File: src/rtl/uart_alu_pkg.sv
// Shared definitions for the UART-controlled ALU: opcodes, bit-timing
// derivation and the FSM state encodings.
package uart_alu_pkg;

  localparam int CLK_FREQ_HZ_DEFAULT = 50_000_000;
  localparam int BAUD_RATE_DEFAULT   = 9600;

  function automatic int clks_per_bit(input int clk_freq_hz, input int baud_rate);
    return clk_freq_hz / baud_rate;
  endfunction

  localparam int CLKS_PER_BIT = clks_per_bit(CLK_FREQ_HZ_DEFAULT, BAUD_RATE_DEFAULT);

  localparam logic [3:0] OP_ADD = 4'h0;
  localparam logic [3:0] OP_SUB = 4'h1;
  localparam logic [3:0] OP_AND = 4'h2;
  localparam logic [3:0] OP_OR  = 4'h3;
  localparam logic [3:0] OP_XOR = 4'h4;
  localparam logic [3:0] OP_SHL = 4'h5;
  localparam logic [3:0] OP_SHR = 4'h6;
  localparam logic [3:0] OP_ROL = 4'h7;
  localparam logic [3:0] OP_ROR = 4'h8;

  typedef enum logic [2:0] {WAIT_OP, WAIT_A, WAIT_B, EXEC, SEND} seq_state_t;
  typedef enum logic [1:0] {RX_IDLE, RX_START, RX_DATA, RX_STOP} rx_state_t;
  typedef enum logic [1:0] {TX_IDLE, TX_START, TX_DATA, TX_STOP} tx_state_t;

endpackage

File: src/rtl/uart_rx.sv
// 8N1 receiver: 2-FF synchroniser, falling-edge start detect with mid-bit
// re-check, LSB-first data, one-clk valid pulse only when the stop bit is 1.
//
// state    | meaning
// RX_IDLE  | waiting for a falling edge on the synchronised line
// RX_START | timing to mid start bit; high there means false start
// RX_DATA  | sampling 8 data bits at mid-bit
// RX_STOP  | sampling stop bit; 1 -> valid pulse, 0 -> discard
module uart_rx
  import uart_alu_pkg::*;
#(
  parameter int CLKS_PER_BIT = 5208
) (
  input  logic       clk,
  input  logic       rst,
  input  logic       rx,
  output logic [7:0] data,
  output logic       valid
);

  localparam int CW = $clog2(CLKS_PER_BIT);
  localparam logic [CW-1:0] T_FULL = CW'(CLKS_PER_BIT - 1);
  localparam logic [CW-1:0] T_HALF = CW'(CLKS_PER_BIT / 2 - 1);

  logic          rx_meta, rx_s, rx_prev;
  rx_state_t     state, state_d;
  logic [CW-1:0] cnt, cnt_d;
  logic [2:0]    idx, idx_d;
  logic [7:0]    sh, sh_d;
  logic          valid_d;

  always_ff @(posedge clk or negedge rst) begin
    if (!rst) begin
      rx_meta <= 1'b1;
      rx_s    <= 1'b1;
      rx_prev <= 1'b1;
      state   <= RX_IDLE;
      cnt     <= '0;
      idx     <= '0;
      sh      <= '0;
      valid   <= 1'b0;
    end else begin
      rx_meta <= rx;
      rx_s    <= rx_meta;
      rx_prev <= rx_s;
      state   <= state_d;
      cnt     <= cnt_d;
      idx     <= idx_d;
      sh      <= sh_d;
      valid   <= valid_d;
    end
  end

  always_comb begin
    state_d = state;
    cnt_d   = cnt;
    idx_d   = idx;
    sh_d    = sh;
    valid_d = 1'b0;
    case (state)
      RX_IDLE: begin
        // edge, not level: a line stuck low after a framing error must not retrigger
        if (rx_prev && !rx_s) begin
          state_d = RX_START;
          cnt_d   = T_HALF;
        end
      end
      RX_START: begin
        if (cnt == '0) begin
          if (!rx_s) begin
            state_d = RX_DATA;
            cnt_d   = T_FULL;
            idx_d   = '0;
          end else begin
            state_d = RX_IDLE;
          end
        end else begin
          cnt_d = cnt - 1'b1;
        end
      end
      RX_DATA: begin
        if (cnt == '0) begin
          sh_d  = {rx_s, sh[7:1]};
          cnt_d = T_FULL;
          if (idx == 3'd7) state_d = RX_STOP;
          else             idx_d   = idx + 1'b1;
        end else begin
          cnt_d = cnt - 1'b1;
        end
      end
      RX_STOP: begin
        if (cnt == '0) begin
          valid_d = rx_s;
          state_d = RX_IDLE;
        end else begin
          cnt_d = cnt - 1'b1;
        end
      end
      default: state_d = RX_IDLE;
    endcase
  end

  assign data = sh;

endmodule

File: src/rtl/top_uart_alu.sv
// UART-controlled 8-bit ALU: receives opcode, A, B as 8N1 bytes and sends
// back one result byte. Holds the sequencer, the ALU and the transmitter.
//
// state   | meaning
// WAIT_OP | waiting for the opcode byte
// WAIT_A  | waiting for operand A
// WAIT_B  | waiting for operand B
// EXEC    | one clk for the ALU result to settle on the latched operands
// SEND    | load the result into the transmitter
module top_uart_alu
  import uart_alu_pkg::*;
#(
  parameter int CLK_FREQ_HZ = 50_000_000,
  parameter int BAUD_RATE   = 9600
) (
  input  logic clk,
  input  logic rst,
  input  logic rx,
  output logic tx
);

  localparam int CPB = clks_per_bit(CLK_FREQ_HZ, BAUD_RATE);
  localparam int TCW = $clog2(CPB);
  localparam logic [TCW-1:0] T_FULL = TCW'(CPB - 1);

  function automatic logic [7:0] alu(input logic [3:0] op, input logic [7:0] a,
                                     input logic [7:0] b);
    logic [15:0] t;
    t = '0;
    case (op)
      OP_ADD: return a + b;
      OP_SUB: return a - b;
      OP_AND: return a & b;
      OP_OR:  return a | b;
      OP_XOR: return a ^ b;
      OP_SHL: return (b >= 8'd8) ? 8'h00 : (a << b[2:0]);
      OP_SHR: return (b >= 8'd8) ? 8'h00 : (a >> b[2:0]);
      OP_ROL: begin
        t = {a, a} << b[2:0];
        return t[15:8];
      end
      OP_ROR: begin
        t = {a, a} >> b[2:0];
        return t[7:0];
      end
      default: return 8'h00;
    endcase
  endfunction

  logic [7:0] rx_data;
  logic       rx_valid;

  uart_rx #(.CLKS_PER_BIT(CPB)) u_rx (
    .clk   (clk),
    .rst   (rst),
    .rx    (rx),
    .data  (rx_data),
    .valid (rx_valid)
  );

  seq_state_t seq, seq_d;
  logic [3:0] op_q, op_d;
  logic [7:0] a_q, a_d, b_q, b_d;
  logic       load;
  logic [7:0] result;

  assign result = alu(op_q, a_q, b_q);

  always_ff @(posedge clk or negedge rst) begin
    if (!rst) begin
      seq  <= WAIT_OP;
      op_q <= '0;
      a_q  <= '0;
      b_q  <= '0;
    end else begin
      seq  <= seq_d;
      op_q <= op_d;
      a_q  <= a_d;
      b_q  <= b_d;
    end
  end

  always_comb begin
    seq_d = seq;
    op_d  = op_q;
    a_d   = a_q;
    b_d   = b_q;
    load  = 1'b0;
    case (seq)
      WAIT_OP: if (rx_valid) begin op_d = rx_data[3:0]; seq_d = WAIT_A; end
      WAIT_A:  if (rx_valid) begin a_d = rx_data;       seq_d = WAIT_B; end
      WAIT_B:  if (rx_valid) begin b_d = rx_data;       seq_d = EXEC;   end
      EXEC:    seq_d = SEND;
      SEND: begin
        load  = 1'b1;
        seq_d = WAIT_OP;
      end
      default: seq_d = WAIT_OP;
    endcase
  end

  // transmitter: tx comes straight from tx_q so the pin never glitches
  tx_state_t      tx_st, tx_st_d;
  logic [TCW-1:0] tx_cnt, tx_cnt_d;
  logic [2:0]     tx_idx, tx_idx_d;
  logic [7:0]     tx_sh, tx_sh_d;
  logic           tx_q, tx_d;

  always_ff @(posedge clk or negedge rst) begin
    if (!rst) begin
      tx_st  <= TX_IDLE;
      tx_cnt <= '0;
      tx_idx <= '0;
      tx_sh  <= '0;
      tx_q   <= 1'b1;
    end else begin
      tx_st  <= tx_st_d;
      tx_cnt <= tx_cnt_d;
      tx_idx <= tx_idx_d;
      tx_sh  <= tx_sh_d;
      tx_q   <= tx_d;
    end
  end

  always_comb begin
    tx_st_d  = tx_st;
    tx_cnt_d = tx_cnt;
    tx_idx_d = tx_idx;
    tx_sh_d  = tx_sh;
    tx_d     = tx_q;
    case (tx_st)
      TX_IDLE: begin
        tx_d = 1'b1;
        if (load) begin
          tx_st_d  = TX_START;
          tx_cnt_d = T_FULL;
          tx_sh_d  = result;
          tx_d     = 1'b0;
        end
      end
      TX_START: begin
        if (tx_cnt == '0) begin
          tx_st_d  = TX_DATA;
          tx_cnt_d = T_FULL;
          tx_idx_d = '0;
          tx_d     = tx_sh[0];
        end else begin
          tx_cnt_d = tx_cnt - 1'b1;
        end
      end
      TX_DATA: begin
        if (tx_cnt == '0) begin
          tx_cnt_d = T_FULL;
          if (tx_idx == 3'd7) begin
            tx_st_d = TX_STOP;
            tx_d    = 1'b1;
          end else begin
            tx_idx_d = tx_idx + 1'b1;
            tx_sh_d  = tx_sh >> 1;
            tx_d     = tx_sh[1];
          end
        end else begin
          tx_cnt_d = tx_cnt - 1'b1;
        end
      end
      TX_STOP: begin
        if (tx_cnt == '0) tx_st_d = TX_IDLE;
        else              tx_cnt_d = tx_cnt - 1'b1;
      end
      default: begin
        tx_st_d = TX_IDLE;
        tx_d    = 1'b1;
      end
    endcase
  end

  assign tx = tx_q;

endmodule

File: config.mk
export PLATFORM = sky130hd
export DESIGN_NAME = top_uart_alu
export DESIGN_NICKNAME = d
export VERILOG_FILES = /design/src/rtl/uart_alu_pkg.sv /design/src/rtl/uart_rx.sv /design/src/rtl/top_uart_alu.sv
export SDC_FILE = /design/constraint.sdc
export NUM_CORES = 1
export LEC_CHECK = 0
export ABC_AREA = 1
export CORE_MARGIN = 4
export CORE_UTILIZATION = 57
export DETAILED_ROUTE_END_ITERATION = 10
export PLACE_DENSITY = 0.72
export REMOVE_ABC_BUFFERS = 1
export SYNTH_ARGS = -nofsm -noshare
export SYNTH_HDL_FRONTEND = slang
export SYNTH_SLANG_ARGS = --single-unit
File: constraint.sdc
create_clock -name clk -period 6.3 [get_ports clk]
set_clock_uncertainty 0.1 [all_clocks]
set_input_delay 1.26 -clock clk [delete_from_list [all_inputs] [get_ports clk]]
set_output_delay 1.26 -clock clk [all_outputs]
set_load 0.03 [all_outputs]
==> flow_summary_export.csv <==
group,metric,value,unit
status,status,"finished clean",
global_route,grtUsageTotal,25.9,%
die,die_h,110,um
setup_path,crit_family,"simple AND/OR/NAND/NOR gates",
sta,rsz0062_at_grt,"false",
clock_network,ctsResizeCount,0,
synthesis,ys_ff_latch,80,
global_route,grt_pass1_wl,24600,um
sta,max_freq,317,MHz
hold_path,hold_class,"reg2reg",
sta,slew_headroom,30.9,%
final_layout,diodes,0,
placed_design,dpl.hpwl,11100,um
synthesis,syn_area_per_cell,7.12,sq um
sta,maxSlewViolCount,0,
final_layout,nets,878,
setup_path,cp_data_required_time,6.44,ns
sta,setup_viol,0,
placed_design,portBuffers,3,
setup_path,cp_max_fo,25,
global_route,gr-total-overflow,0,
clock_network,htreeDepth,3,
routing,via_per_inst,5.64,
pwr,leakagePower,0.00314,uW
setup_path,worstPathCellList,"inv_2, ha_1, inv_1, nor3_1, nor2_1, xor2_1, ha_1, nand2_1, inv_1, nand3_1, nand3_1, nand3_1, nand2_1, nand3_1, nand3_1, nand2_1, nand2_1, nand2_1",
final_layout,layout-drive-gt1-share,7.27,%
setup_path,critical_path_class,"reg2reg",
sta,hold_viol_final,0,
clock_network,cts_hold_buffers,0,
synthesis,synth-seq-area-share,33.7,%
routing,drc_errors,0,
final_layout,area.growth.synth_to_final,5.24,%
routing,first_iter_violations,493,
global_route,grt_max_degree,81,
synthesis,async_reset_ff_share,100,%
routing,drt_wl_total,14900,um
synthesis,synth.distinct_cells,57,
sta,worstMarginPinSlew,1.04,ns
job,maxCapViolations,0,
setup_path,r2r_slack,3.14,ns
clock_network,post_cts_buffers,0,
synthesis,synthFlopType,"dfrtp_1",
routing,num_vias,5503,
setup_path,startpoint_type,"flip-flop",
setup_path,cp-end-kind,"flip-flop",
die,chipWidth,110,um
setup_path,critPathArrivalTime,3.30,ns
routing,ant_nets,0,
clock_network,numCtsBuffers,9,
synthesis,syn_area,5950,sq um
clock_network,clock_latency,0.36,ns
global_route,grt_pass1_vias,5174,
sta,finalCritPeriodShare,50.1,%
die,num_io_pins,4,
sta,tns,0,ns
setup_path,critPathSlowestCell,"dfrtp_1",
pwr,total_power,2010,uW
die,dieArea,12100,sq um
global_route,antenna_found_initial,0,
final_layout,final_cells,975,
clock_network,clk_path_buf_depth,2,
synthesis,ys_warn_count,0,
clock_network,cts_tree,"built",
die,start_util,58.1,%
die,fp-row-count,37,
pwr,power.density,322,nW/um^2
synthesis,synth_edf_count,0,
synthesis,synth_cells,836,
routing,wl_per_cell,15.2,um
placed_design,post-place-cells,959,
clock_network,root_buffer,"clkbuf_8",
setup_path,slowest_delay,0.63,ns
pwr,ir_drop,0.259,mV
die,core-area,10200,sq um
clock_network,cts.sinks,80,
sta,fin_crit,3.16,ns
routing,drt-pass1-iter-count,5,
placed_design,finalWeightedCongestion,0.940,
setup_path,crit_buf_inv,3,
clock_network,clkSlewWorstSetupHoldPaths,0.09,ns
==> report_power, final <==
part,switching [uW],internal (uW)
logic,598,306
registers,84.7,624
clock network,205,198
==> final timing paths <==
path / start / cells after the start / end
min in group asynchronous: rst / 1 / b_q[1]
setup / recovery: b_q[1] / 18 / tx_sh[7]
hold reg to reg: u_rx.rx_meta / 0 / u_rx.rx_s
hold / removal: u_rx.rx_meta / 0 / u_rx.rx_s
setup reg to reg: b_q[1] / 18 / tx_sh[7]
max in group asynchronous: rst / 1 / b_q[7]
==> registers in the layout (all words and copies together) (netlist names), named ones only <==
signal / flops
tx: 1
seq: 3
tx_cnt: 13
u_rx.rx_meta: 1
u_rx.state: 1
u_rx.cnt: 13
tx_sh: 8
u_rx.idx: 3
tx_idx: 3
u_rx.rx_prev: 1
u_rx.rx_s: 1
u_rx.data: 8
tx_st: 2
a_q: 8
u_rx.valid: 1
b_q: 8
op_q: 4
==> through the flow <==
step | setup WS [ns] | hold slack (ns) | area [sq um] | util [%]
finish | 3.14 | 0.267 | 6260 | 61.2
global placement | 3.30 | 0.249 | 6050 | 59.2
floorplan | 3.52 | 0.245 | 5850 | -
global route | 2.84 | 0.270 | 6260 | 61.2
CTS | 3.17 | 0.269 | 6260 | 61.2
detailed placement | 3.19 | 0.256 | 6050 | 59.2
==> placed cells by master (no fill, tap or decap), types with 6 or more instances in the layout <==
cell	Yosys	final
dfrtp_1	76	76
nand2_1	215	215
o21ai_0	74	74
nor2_2	8	8
inv_1	103	103
ha_1	40	40
nor2_1	64	64
nand4_1	7	7
nor3_1	10	10
xor2_1	14	14
clkbuf_8	0	10
nand3_1	94	94
nand2_2	8	8
inv_2	6	6
a21oi_1	36	36
==> cells in the mapped netlist (all sizes together), types with 2 or more instances <==
cell type	number	area share [%]
o22ai	3	0.32
a31oi	3	0.32
dfrtp	76	32
o211ai	3	0.38
xnor2	4	0.59
clkbuf	5	0.32
o21a	4	0.50
a22oi	2	0.25
nor3	13	1.6
xor2	14	2.1
o21ai	81	7.2
dfstp	4	1.8
ha	40	8.4
buf	12	1.3
and3	2	0.21
inv	109	6.9
nand2	223	14
a22o	2	0.29
a21boi	4	0.63
nor2	74	5.4
nand3	95	8.2
nand4	8	1.1
o31ai	2	0.25
nor3b	2	0.34
a21oi	37	3.2
or2	2	0.21
==> area by class of cell <==
type | count | area [sq um]
Timing Repair Buffer | 4 | 35.0
Clock buffer | 11 | 141
Inverter | 109 | 409
Fill cell | 961 | 3970
Clock inverter | 5 | 63.8
Multi-Input combinational cell | 630 | 3430
Tap cell | 136 | 170
Sequential cell | 80 | 2010
==> kinds of logic after synthesis <==
logic type | share of synthesized area (%)
compound gates | 14.7
buf+inv | 8.54
simple gates | 31.7
fa+ha+maj | 8.75
xor+xnor | 2.65
flops | 33.7
==> layer usage <==
| layer | vias up | part of all wire (%) | track usage, % | routed length, um |
|---|---|---|---|---|
| li1 | 2733 | - | - | - |
| met1 | 2606 | 47 | 36.7 | 7050 |
| met2 | 141 | 46 | 41.1 | 6770 |
| met3 | 23 | 5.2 | 4.48 | 766 |
| met4 | 0 | 1.8 | 7.30 | 264 |
| met5 | - | 0 | 0 | 0 |
Power figures use the tool's default switching activity.
==> variant, RTL diff (same settings) <==
`a_q` no longer has a reset.
--- a/src/rtl/top_uart_alu.sv
+++ b/src/rtl/top_uart_alu.sv
@@ -70,14 +70,16 @@
     if (!rst) begin
       seq  <= WAIT_OP;
       op_q <= '0;
-      a_q  <= '0;
       b_q  <= '0;
     end else begin
       seq  <= seq_d;
       op_q <= op_d;
-      a_q  <= a_d;
       b_q  <= b_d;
     end
+  end
+
+  always_ff @(posedge clk) begin
+    a_q <= a_d;
   end
 
   always_comb begin
Formal check against the unedited RTL: same outputs for any inputs over 10 cycles, from zero or initial values and one cycle with rst low; that may be too few to reach the edited logic, so the function may still have changed.
==> variant against the original RTL <==
  * Setup slack got worse by 320 ps
  * Sequential cell count stayed put
  * Routed wire length about the same
  * Cell area down 0.12%
  * Total power grew 1.7%
  * Area after synthesis shrank 0.40%
  * Count of clock-buffer cells in the layout rose by 3
  * Critical path type unchanged
  * Largest cell class unchanged
  * Highest routed layer unchanged
==> variant: results (changes against the original RTL) <==
{| class="wikitable"
! Metric !! Value
|-
| Run status || completed
|-
| Detail Placement HPWL || 11,100 um (about the same)
|-
| Int Power || 1180 uW (+4.8%)
|-
| Fraction of layout instances using a drive strength above 1 || 0.0576 (-0.0151)
|-
| Maximum number of pins on one net before global-route repair || 73 (-9.9%)
|-
| Sw Share || 0.424 (-0.0169)
|-
| Power consumed by the clock network || 416 uW (+3%)
|-
| Worst slack, placed || 2920 ps (-275 ps)
|-
| Seq/total area || 0.327 (+0.00679)
|-
| Number of synthesized flops with an enable pin || 8 (+8)
|-
| Area occupied by multi-input gates || 3350 sq um (-2.4%)
|-
| Total via count in the routed design || 5,496 (-0.13%)
|-
| Top cells by count, synth || sky130_fd_sc_hd__nand2_1 (218), sky130_fd_sc_hd__inv_1 (110), sky130_fd_sc_hd__nand3_1 (102), sky130_fd_sc_hd__nor2_1 (82), sky130_fd_sc_hd__o21ai_0 (70)
|-
| Share of final layout cell area taken by clock buffers and inverters || 0.0350 (+0.00224)
|-
| Final Instance Count excl. Fillers || 983 (+0.82%)
|-
| Number of fillers in the final layout || 923 (-4.0%)
|-
| Netlist cell types || 45 (-21%)
|-
| Leakage Power || 0.00320 uW (+1.7%)
|-
| Violation count after the first detailed-routing iteration || 528 (+7.1%)
|-
| Cell types with the largest area share after synthesis || sky130_fd_sc_hd__dfrtp_1 (29%), sky130_fd_sc_hd__nand2_1 (14%), sky130_fd_sc_hd__nand3_1 (8.6%)
|-
| Synthesized instance count || 846 (+1.2%)
|-
| Number of nets at the end of the flow || 889 (+1.3%)
|-
| Post-synthesis sequential area ratio || 0.346 (+0.00811)
|-
| Number of flip-flops and latches || 80 (unchanged)
|-
| Multi-input gates || 634 (+0.63%)
|-
| Fraction of cell area in non-clock buffers || 0.00560 (+0.00000671)
|-
| Worst IR drop on VDD || 0.256 mV (-1.0%)
|-
| Sequential power || 731 uW (+3.2%)
|}
==> variant: cell count changes in the layout (fill, tap and decap cells not counted), sizes merged, moves of 4 or more <==
cell    change
a21oi      -11
dfrtp       -8
edfxtp      +8
inv         +5
nand3       +8
nor2       +18
o21ai       -4
==> variant: cell families after synthesis <==
logic type	share of synthesized area
and+or+nand+nor	0.330
xor gates and xnor gates	0.0296
AOI/OAI and AO/OA	0.118
buffers and inverters	0.0891
DFF	0.346
adders and majority gates	0.0879
==> variant: critical path, stage by stage, from the launching register on <==
cell and delay, ps:
sky130_fd_sc_hd__dfrtp_1 760, sky130_fd_sc_hd__inv_1 520, sky130_fd_sc_hd__ha_1 420, sky130_fd_sc_hd__nand2_1 80
sky130_fd_sc_hd__o21ai_0 150, sky130_fd_sc_hd__fa_1 450, sky130_fd_sc_hd__inv_1 130, sky130_fd_sc_hd__nand3_1 110
sky130_fd_sc_hd__nand2_1 80, sky130_fd_sc_hd__nand2_1 50, sky130_fd_sc_hd__nand3_1 110, sky130_fd_sc_hd__nand3_1 120
sky130_fd_sc_hd__o21ai_0 190, sky130_fd_sc_hd__a21boi_1 90
==> variant: path summary, 6_finish.rpt <==
check	end	slack [ps]	from	cells past startpoint
setup / recovery	tx_sh[4]	2820	b_q[1]	13
hold / removal	u_rx.rx_s	260	u_rx.rx_meta	0
setup reg to reg	tx_sh[4]	2820	b_q[1]	13
hold reg to reg	u_rx.rx_s	260	u_rx.rx_meta	0
max in group asynchronous	b_q[6]	4560	rst	1
min in group asynchronous	b_q[1]	930	rst	1
==> variant: per-layer routing <==
metal	part of all wire	track usage
met2	0.44	0.393
met3	0.058	0.0370
met1	0.48	0.390
met5	0	0
met4	0.020	0.0837
